<file path="config.mk">
export PLATFORM = sky130hd
export DESIGN_NAME = multicycle_adder
export DESIGN_NICKNAME = d
export VERILOG_FILES = /design/src/rtl/multicycle_adder_pkg.sv /design/src/rtl/multicycle_adder_chunk_adder.sv /design/src/rtl/multicycle_adder.sv
export SDC_FILE = /design/constraint.sdc
export NUM_CORES = 1
export LEC_CHECK = 0
export BUFFER_PORTS_ARGS = -buffer_cell sky130_fd_sc_hd__buf_2
export CAP_MARGIN = 0
export CORE_MARGIN = 2
export CORE_UTILIZATION = 50
export DETAILED_ROUTE_END_ITERATION = 10
export PLACE_DENSITY = 0.71
export SLEW_MARGIN = 20
export SYNTH_ARGS = -nofsm -noshare
export SYNTH_HDL_FRONTEND = slang
export SYNTH_SLANG_ARGS = --single-unit
</file>
<file path="constraint.sdc">
create_clock -name clk -period 5.7 [get_ports clk]
set_input_delay 0.285 -clock clk [delete_from_list [all_inputs] [get_ports clk]]
set_output_delay 0.285 -clock clk [all_outputs]
set_load 0.01 [all_outputs]
</file>
<file path="src/rtl/multicycle_adder_pkg.sv">
// -----------------------------------------------------------------------------
// mcadd_pkg
//
// Shared definitions for the multi-cycle adder/subtractor:
//   - state_t     : controller states (IDLE, RUN, DONE)
//   - DEF_WIDTH   : default operand/result width
//   - DEF_CHUNK   : default number of bits summed per clock
//   - num_chunks  : number of chunks N = WIDTH / CHUNK
//   - idx_width   : width of the chunk index counter, $clog2(N) with a floor of 1
//
// No ports (package).
// -----------------------------------------------------------------------------
package mcadd_pkg;

    typedef enum logic [1:0] {
        IDLE = 2'd0,
        RUN  = 2'd1,
        DONE = 2'd2
    } state_t;

    localparam int DEF_WIDTH = 32;
    localparam int DEF_CHUNK = 8;

    // Number of CHUNK-bit slices in a WIDTH-bit operand.
    function automatic int num_chunks(input int width, input int chunk);
        return width / chunk;
    endfunction

    // Chunk index counter width. A single-chunk configuration still gets a
    // 1-bit counter so every signal keeps a legal, non-zero width.
    function automatic int idx_width(input int width, input int chunk);
        int n;
        n = width / chunk;
        return (n <= 1) ? 1 : $clog2(n);
    endfunction

endpackage

</file>
<file path="src/rtl/multicycle_adder_chunk_adder.sv">
// -----------------------------------------------------------------------------
// chunk_adder
//
// Purely combinational CHUNK-bit ripple-carry adder built from per-bit
// full-adder equations.
//
// Parameters:
//   CHUNK  - slice width in bits (>= 1)
//
// Ports:
//   x      in  [CHUNK-1:0]  first addend slice
//   y      in  [CHUNK-1:0]  second addend slice (already inverted for subtract)
//   ci     in  1            carry into bit 0
//   s      out [CHUNK-1:0]  slice sum
//   co     out 1            carry out of the top bit
//   c_msb  out 1            carry into the top bit (used for signed overflow)
// -----------------------------------------------------------------------------
module chunk_adder
    import mcadd_pkg::*;
#(
    parameter int CHUNK = DEF_CHUNK
) (
    input  logic [CHUNK-1:0] x,
    input  logic [CHUNK-1:0] y,
    input  logic             ci,
    output logic [CHUNK-1:0] s,
    output logic             co,
    output logic             c_msb
);

    // c[i] is the carry into bit i; c[CHUNK] is the slice carry-out.
    logic [CHUNK:0] c;

    assign c[0] = ci;

    for (genvar gi = 0; gi < CHUNK; gi++) begin : g_bit
        assign s[gi]    = x[gi] ^ y[gi] ^ c[gi];
        assign c[gi+1]  = (x[gi] & y[gi]) | (x[gi] & c[gi]) | (y[gi] & c[gi]);
    end

    assign co    = c[CHUNK];
    assign c_msb = c[CHUNK-1];

endmodule

</file>
<file path="src/rtl/multicycle_adder.sv">
// -----------------------------------------------------------------------------
// multicycle_adder
//
// Multi-cycle adder/subtractor. Adds (A+B+cin) or subtracts (A+~B+1) two
// WIDTH-bit operands, summing CHUNK bits per clock with a registered carry
// between slices. Latency from accept to out_valid is N = WIDTH/CHUNK cycles;
// peak throughput is one operation per N+2 cycles.
//
// Optional feature (macro MCADD_FLAGS_EN):
//   defined     : ovf = carry-into-MSB XOR cout, zero = (sum == 0), both
//                 registered on entry to DONE.
//   not defined : ovf and zero are tied to 0 and no flag logic exists.
//
// Parameters:
//   WIDTH  - operand/result width; must be a multiple of CHUNK
//   CHUNK  - bits summed per cycle; 1 <= CHUNK <= WIDTH
//
// Ports:
//   clk        in   1      clock, all state updates on the rising edge
//   rst_n      in   1      synchronous active-low reset
//   in_valid   in   1      operands present
//   in_ready   out  1      idle and able to accept operands
//   a          in   WIDTH  operand A
//   b          in   WIDTH  operand B
//   cin        in   1      carry-in (add only)
//   sub        in   1      0: A+B+cin, 1: A-B
//   out_valid  out  1      result held and valid
//   out_ready  in   1      consumer accepts result
//   sum        out  WIDTH  result
//   cout       out  1      carry out of MSB (for subtract: 1 = no borrow)
//   ovf        out  1      signed overflow
//   zero       out  1      result is zero
//
// All outputs come straight from registers.
// -----------------------------------------------------------------------------
module multicycle_adder
    import mcadd_pkg::*;
#(
    parameter int WIDTH = DEF_WIDTH,
    parameter int CHUNK = DEF_CHUNK
) (
    input  logic             clk,
    input  logic             rst_n,
    input  logic             in_valid,
    output logic             in_ready,
    input  logic [WIDTH-1:0] a,
    input  logic [WIDTH-1:0] b,
    input  logic             cin,
    input  logic             sub,
    output logic             out_valid,
    input  logic             out_ready,
    output logic [WIDTH-1:0] sum,
    output logic             cout,
    output logic             ovf,
    output logic             zero
);

    localparam int             N        = num_chunks(WIDTH, CHUNK);
    localparam int             IW       = idx_width(WIDTH, CHUNK);
    localparam logic [IW-1:0]  LAST_IDX = IW'(N - 1);

    // -------------------------------------------------------------------------
    // State and datapath registers
    // -------------------------------------------------------------------------
    state_t            state_q, state_d;
    logic [WIDTH-1:0]  a_q, a_d;
    logic [WIDTH-1:0]  b_q, b_d;      // effective B: b, or ~b for subtract
    logic [WIDTH-1:0]  sum_q, sum_d;
    logic              carry_q, carry_d;
    logic [IW-1:0]     idx_q, idx_d;
    logic              cout_q, cout_d;
    logic              in_ready_q;
    logic              out_valid_q;

    // Selected slice and the shared chunk adder's results
    logic [CHUNK-1:0]  x_sel;
    logic [CHUNK-1:0]  y_sel;
    logic [CHUNK-1:0]  s_w;
    logic              co_w;
    logic              c_msb_w;

    logic              accept;
    logic              last_chunk;

    // in_ready_q is only ever high while IDLE, so it doubles as the accept gate.
    assign accept     = in_ready_q & in_valid;
    // The counter never wraps; the final slice is decoded explicitly.
    assign last_chunk = (idx_q == LAST_IDX);

    // -------------------------------------------------------------------------
    // Slice select: one adder, operands muxed by the chunk index
    // -------------------------------------------------------------------------
    always_comb begin
        x_sel = a_q[int'(idx_q) * CHUNK +: CHUNK];
        y_sel = b_q[int'(idx_q) * CHUNK +: CHUNK];
    end

    chunk_adder #(
        .CHUNK (CHUNK)
    ) u_chunk_adder (
        .x     (x_sel),
        .y     (y_sel),
        .ci    (carry_q),
        .s     (s_w),
        .co    (co_w),
        .c_msb (c_msb_w)
    );

    // -------------------------------------------------------------------------
    // Next-state and datapath logic
    // -------------------------------------------------------------------------
    always_comb begin
        state_d = state_q;
        a_d     = a_q;
        b_d     = b_q;
        sum_d   = sum_q;
        carry_d = carry_q;
        idx_d   = idx_q;
        cout_d  = cout_q;

        case (state_q)
            IDLE: begin
                if (accept) begin
                    a_d     = a;
                    // Subtract is A + ~B + 1: invert B and seed the carry with 1.
                    b_d     = sub ? ~b : b;
                    carry_d = sub ? 1'b1 : cin;
                    idx_d   = '0;
                    state_d = RUN;
                end
            end

            RUN: begin
                sum_d[int'(idx_q) * CHUNK +: CHUNK] = s_w;
                carry_d = co_w;
                if (last_chunk) begin
                    cout_d  = co_w;
                    state_d = DONE;
                end else begin
                    idx_d = idx_q + IW'(1);
                end
            end

            DONE: begin
                if (out_ready) begin
                    state_d = IDLE;
                end
            end

            default: begin
                state_d = IDLE;
            end
        endcase
    end

    // -------------------------------------------------------------------------
    // State register
    // -------------------------------------------------------------------------
    always_ff @(posedge clk) begin
        if (!rst_n) begin
            state_q     <= IDLE;
            a_q         <= '0;
            b_q         <= '0;
            sum_q       <= '0;
            carry_q     <= 1'b0;
            idx_q       <= '0;
            cout_q      <= 1'b0;
            in_ready_q  <= 1'b0;
            out_valid_q <= 1'b0;
        end else begin
            state_q     <= state_d;
            a_q         <= a_d;
            b_q         <= b_d;
            sum_q       <= sum_d;
            carry_q     <= carry_d;
            idx_q       <= idx_d;
            cout_q      <= cout_d;
            // Handshake outputs are registered copies of the next state so
            // that no input reaches an output combinationally.
            in_ready_q  <= (state_d == IDLE);
            out_valid_q <= (state_d == DONE);
        end
    end

    // -------------------------------------------------------------------------
    // Optional status flags
    // -------------------------------------------------------------------------
`ifdef MCADD_FLAGS_EN
    logic ovf_q;
    logic zero_q;

    // Captured on the final RUN edge, i.e. on entry to DONE: the carry into
    // bit WIDTH-1 comes from the top slice's c_msb, and sum_d is the complete
    // result about to be registered.
    always_ff @(posedge clk) begin
        if (!rst_n) begin
            ovf_q  <= 1'b0;
            zero_q <= 1'b0;
        end else if ((state_q == RUN) && last_chunk) begin
            ovf_q  <= c_msb_w ^ co_w;
            zero_q <= (sum_d == '0);
        end
    end

    assign ovf  = ovf_q;
    assign zero = zero_q;
`else
    // Carry into the MSB is only needed for the overflow flag.
    logic flags_unused;
    assign flags_unused = c_msb_w;

    assign ovf  = 1'b0;
    assign zero = 1'b0;
`endif

    // -------------------------------------------------------------------------
    // Outputs
    // -------------------------------------------------------------------------
    assign in_ready  = in_ready_q;
    assign out_valid = out_valid_q;
    assign sum       = sum_q;
    assign cout      = cout_q;

endmodule

</file>
* Word-level counts from Yosys, hierarchy flattened
Cells that the tools add are included.
** Cells by class
- Bitwise gates (word level) :: 58
- Equality and inequality tests :: 6
- Shift-type cells :: 4
- $add $sub $neg :: 2
- Mux-type cells :: 12
- Reductions and logical operators :: 7
** Operator list (count)
- variable part select 32 x 6 -> 8 bit :: 2
- negation 5 -> 33 bit :: 1
- variable shift 8 x 33 -> 32 bit (first input constant) :: 1
- variable part select 8 x 33 -> 32 bit :: 1
- bitwise mux 32 bit :: 1
- 2-to-1 mux 32 bit :: 1
- inverter 32 bit :: 1
- AND 1 bit :: 25
- bitwise OR 1 bit :: 16
- bitwise XOR 1 bit :: 16
- 2-to-1 mux 2 bit :: 5
- == test 2 bit (second input constant) :: 3
- one-hot mux 2 bit (3 select lines) :: 1
- AND reduction 2 bit :: 3
- zero test 2 bit :: 2
- inequality test 2 bit (second input constant) :: 2
- one-hot mux 2 bit (2 select lines) :: 1
- AND reduction 3 bit :: 1
- adder 2 x 1 -> 2 bit (second input constant) :: 1
- == test 2 x 1 -> 1 bit (second input constant) :: 1
- 2-to-1 mux 1 bit :: 2
- one-hot mux 1 bit (2 select lines) :: 1
- nonzero test 2 bit :: 1
** Word-level totals
- Word-level logic and storage cells :: 98
- Output and inout port bits :: 37
- Bits of input ports :: 70
- Bits in registers :: 104

* Logic depth before layout (Yosys ltp)
- Depth in word-level cells :: 26
- Mapped depth :: 15
- Mapped depth without buffers :: 13

* By module
Synthesis repeated with hierarchy kept, for this count alone.
** Unflattened totals
- Cell total of the unflattened synthesis :: 500
- Area, all modules :: 4889.7 µm²
** Modules (own cells, without submodules)
- multicycle_adder :: area an instance 4692.0 µm², times used 1, cells an instance 482, seq. area each 2082.0 µm²
- chunk_adder :: area an instance 197.7 µm², times used 1, cells an instance 18, seq. area each 0.0 µm²

* Worst setup path after synthesis
Ideal clock, no wire load.
- Path type :: flip-flop to flip-flop
- Start :: reg idx_q[1]
- End :: reg sum_q[15], in the netlist sum[15]
- Path buffers :: 2
- Stages on the path, launching flop included :: 15
- Period minus slack after synthesis :: 4.355 ns
- Slack :: 1.345 ns
- Arrival :: 4.237 ns
- Library setup time :: 0.117 ns
- Required time :: 5.583 ns
- Cells stage by stage :: dfxtp_1 buf_2 buf_1 mux4_1 fa_1 inv_1 fa_1 fa_1 fa_1 fa_1 fa_1 fa_1 inv_1 fa_1 a32o_1
** On the way
- Longest elaborated chain between the ends :: 25
- Elaborated cells on any way between the ends :: 57
- Classes of those cells :: add/sub (1); shift (4); mux (1); bitwise (51)
** RTL lines
- start, declared :: RTL line multicycle_adder.sv:70 : logic [IW-1:0] idx_q, idx_d;
- start signal, assigned :: RTL line multicycle_adder.sv:176 : idx_q <= idx_d;
- variable part select 32 x 6 -> 8 bit, on equally long branches :: RTL line multicycle_adder.sv:94, multicycle_adder.sv:95
- AND 1 bit :: RTL line multicycle_adder_chunk_adder.sv:38 : assign c[gi+1] = (x[gi] & y[gi]) | (x[gi] & c[gi]) | (y[gi] & c[gi]);
- bitwise OR 1 bit (2 in a row) :: RTL line multicycle_adder_chunk_adder.sv:38
- AND 1 bit :: RTL line multicycle_adder_chunk_adder.sv:38
- bitwise OR 1 bit (2 in a row) :: RTL line multicycle_adder_chunk_adder.sv:38
- AND 1 bit :: RTL line multicycle_adder_chunk_adder.sv:38
- bitwise OR 1 bit (2 in a row) :: RTL line multicycle_adder_chunk_adder.sv:38
- AND 1 bit :: RTL line multicycle_adder_chunk_adder.sv:38
- (+3 left out)
- bitwise OR 1 bit (2 in a row) :: RTL line multicycle_adder_chunk_adder.sv:38
- AND 1 bit :: RTL line multicycle_adder_chunk_adder.sv:38
- bitwise OR 1 bit (2 in a row) :: RTL line multicycle_adder_chunk_adder.sv:38
- AND 1 bit :: RTL line multicycle_adder_chunk_adder.sv:38
- bitwise OR 1 bit (2 in a row) :: RTL line multicycle_adder_chunk_adder.sv:38
- bitwise XOR 1 bit :: RTL line multicycle_adder_chunk_adder.sv:37 : assign s[gi] = x[gi] ^ y[gi] ^ c[gi];
- variable part select 8 x 33 -> 32 bit :: RTL line multicycle_adder.sv:134 : sum_d[int'(idx_q) * CHUNK +: CHUNK] = s_w;
- bitwise mux 32 bit (*) :: RTL line multicycle_adder.sv:134
- end signal, assigned :: RTL line multicycle_adder.sv:174 : sum_q <= sum_d;
- end, declared :: RTL line multicycle_adder.sv:68 : logic [WIDTH-1:0] sum_q, sum_d;
Every way passes the cells marked *; elsewhere a longest branch is shown, timed or not.
A chain may end at the register's enable or synchronous reset.

* Worst setup path after layout
- Start :: reg idx_q[0]
- End :: reg sum_q[7], in the netlist sum[7]
Same word-level chain as after synthesis.

==> reports/qor.csv <==
stage,metric,value,unit
timing,max_freq,209,MHz
logic_synthesis,ys.flop_type,dfxtp_1,
floorplan,ios,107,
global_route,grt-ovfl-total,0,
global_route,grt_pass1_wl,16.6,mm
logic_synthesis,synth_top_cell_area_share,0.438,
outcome,outcome,completed,
cells_and_area,syn_to_final_growth,15.3,%
timing,hold_slack,0.152,ns
timing,relSlewSlack,0.321,
logic_synthesis,yosysUniqueCellTypes,38,
clocking,clockBufferDepth,2,
setup_path,worst-setup-path-type,reg -> reg,
global_route,antenna_found_initial,0,
clocking,numCtsBuffers,9,
logic_synthesis,synth-seq-area-share,0.438,
logic_synthesis,synth_top_area_cell,dfxtp_1,
floorplan,rows,35,
cells_and_area,drive_above_1_share,0.275,
clocking,clock_latency,0.36,ns
timing,drv_slew,0,
clocking,cts_hold_buf,0,
global_route,grt_usage,0.209,
floorplan,die-area,0.0103,mm²
logic_synthesis,synth_area,0.00475,mm²
routing,via_count,3588,
setup_path,cp-end-kind,flop,
logic_synthesis,yosys_warnings,0,
logic_synthesis,synth_area_leaders,"dfxtp_1, mux4_1, xnor2_1, nand2_1, a211oi_2",
placed_design,portBuffers,104,
global_route,grt_pass1_vias,3417,
setup_path,worst_setup_path_start_kind,flop,
clocking,path_clk_slew,0.09,ns
cells_and_area,fin_cells,674,
power_and_ir_drop,p_total,0.00150,W
logic_synthesis,synth.most_common_cell,dfxtp_1,
logic_synthesis,syn_inst,454,
routing,post_drt_wl_per_cell,15.4,µm
cells_and_area,fin_util,0.592,
placed_design,dpl.cell_count,658,
logic_synthesis,synth_edf_count,0,
flow_run,drv_cap,0,
setup_path,cp_data_arrival_time,5.05,ns
setup_path,required,5.96,ns
power_and_ir_drop,ir_drop,0.000118,V
clocking,clkSinkCount,104,
min_path,hp-class,in -> reg,
timing,finalHoldViolations,0,
clocking,cts_resized,0,
placed_design,gp_congestion,0.826,
cells_and_area,multi_input_area,0.00239,mm²
cells_and_area,antenna_cells,0,
timing,tns,0,ns
logic_synthesis,syn_area_per_cell,10.5,µm²
power_and_ir_drop,p_leak,2.16,nW
setup_path,reg2reg_depth,12,
power_and_ir_drop,pwr_density_cell,274,mW/mm²
clocking,tritoncts,done,
routing,firstDrtPassIters,5,
logic_synthesis,ys_ff_latch,104,
logic_synthesis,async_flop_share,0,
routing,routed_wl,10.4,mm
min_path,hold_path_depth,3,
cells_and_area,ff_latch_area,0.00208,mm²
cells_and_area,fillCellCount,821,
timing,tightest_slew,1.02,ns
routing,via_per_inst,5.32,
routing,drc_errors,0,
routing,drt_iter0_drc,139,
clocking,post_cts.repair.setup_buffers,0,
logic_synthesis,yosys-top-cells-count,"dfxtp_1, nand2_1, a21oi_1, nor2_1, xnor2_1",
global_route,grt_max_degree,99,
timing,post-route-min-period,4.80,ns
cells_and_area,nNetsFinal,624,
timing,skew,0.0110,ns
timing,report.final.setup_viol,0,
clocking,htree_num_levels,3,
routing,drtAntennaViolNets,0,
floorplan,initial_core_util,0.514,
floorplan,die_x,101,µm
setup_path,path_max_fanout,17,
floorplan,die_h,101,µm
timing,rsz0062_at_grt,no,
floorplan,core_area,0.00924,mm²
clocking,cts-root-buf,clkbuf_8,
placed_design,dp_hpwl,7.55,mm
timing,fin_crit_sh,0.841,
[routing by layer]
| metal | track usage | vias to the layer above | part of all wire |
|---|---|---|---|
| met4 | 0.0717 | 0 | 0.013 |
| met1 | 0.282 | 1703 | 0.46 |
| met5 | 0 | - | 0 |
| li1 | - | 1768 | - |
| met3 | 0.0373 | 12 | 0.049 |
| met2 | 0.342 | 105 | 0.47 |
[critical path, cell delays in order, from the launching register on]
cell and delay [ns]:
dfxtp_1 0.87, mux4_1 0.44, fa_1 0.18, inv_1 0.05, fa_1 0.38, fa_1 0.42, fa_1 0.40, fa_1 0.39
fa_1 0.39, fa_1 0.37, inv_1 0.09, fa_1 0.46, a32o_1 0.25
[logic make-up (layout without fill, tap and decap cells)]
kind of cell,Yosys count,count (layout),synth area share
flip-flops,104,104,0.438
AO/OA/AOI/OAI,110,110,0.183
multiplexers,16,16,0.0885
adder cells (fa/ha/maj),14,14,0.0495
buffers and inverters,52,142,0.0590
AND/OR/NAND/NOR,125,125,0.122
other,1,2,0.000790
XOR/XNOR,32,32,0.0590
[where the power goes]
| part | internal [W] | switching (W) | total [W] |
|---|---|---|---|
| Combinational | 0.0000947 | 0.000126 | 0.000221 |
| Clock | 0.000260 | 0.000236 | 0.000496 |
| Sequential | 0.000761 | 0.0000241 | 0.000785 |
| Total | 0.00112 | 0.000386 | 0.00150 |
[worst paths after layout]
check	startpoint	end	slack [ns]
worst min register to register	a_q[16]	a_q[16]	0.46
worst min-delay path	a[13]	a_q[13]	0.15
worst max register to register	idx_q[0]	sum[7]	0.90
worst max-delay path	idx_q[0]	sum[7]	0.90
[state kept, by name, summed over array words and instances, names as in the netlist]
register   count
a_q           32
b_q           32
carry_q        1
cout           1
idx_q          2
in_ready       1
out_valid      1
state_q        2
sum           32
[layout by cell type, fill, tap and decap left out, types with 3 or more instances in the layout]
cell / Yosys / final
mux4_1: 16 / 16
buf_4: 2 / 5
dfxtp_1: 104 / 104
a211oi_1: 13 / 13
clkbuf_8: 0 / 10
a22o_1: 24 / 24
a211oi_2: 19 / 19
fa_1: 8 / 8
ha_1: 6 / 6
a21oi_1: 39 / 39
a32o_1: 8 / 8
clkbuf_1: 5 / 3
buf_2: 19 / 104
nor2_1: 39 / 39
nand2_1: 71 / 71
xnor2_1: 32 / 32
inv_1: 16 / 16
nor4_4: 3 / 3
[cell type report]
| class | instances | share of cell area |
|---|---|---|
| clock buffer | 13 | 0.0272 |
| clock inverter | 3 | 0.0119 |
| inverter | 17 | 0.0117 |
| multi-input combinational | 299 | 0.437 |
| sequential | 104 | 0.380 |
| tap | 129 | 0.0295 |
| timing repair buffer | 109 | 0.102 |
[per-stage QoR]
stage / area, µm² / setup WS (ns)
6_report: 5470 / 0.905
5_1_grt: 5470 / 0.676
2_1_floorplan: 4750 / 1.35
3_5_place_dp: 5260 / 0.892
4_1_cts: 5470 / 0.883
3_3_place_gp: 5260 / 1.02
(Power assumes the default switching activity.)
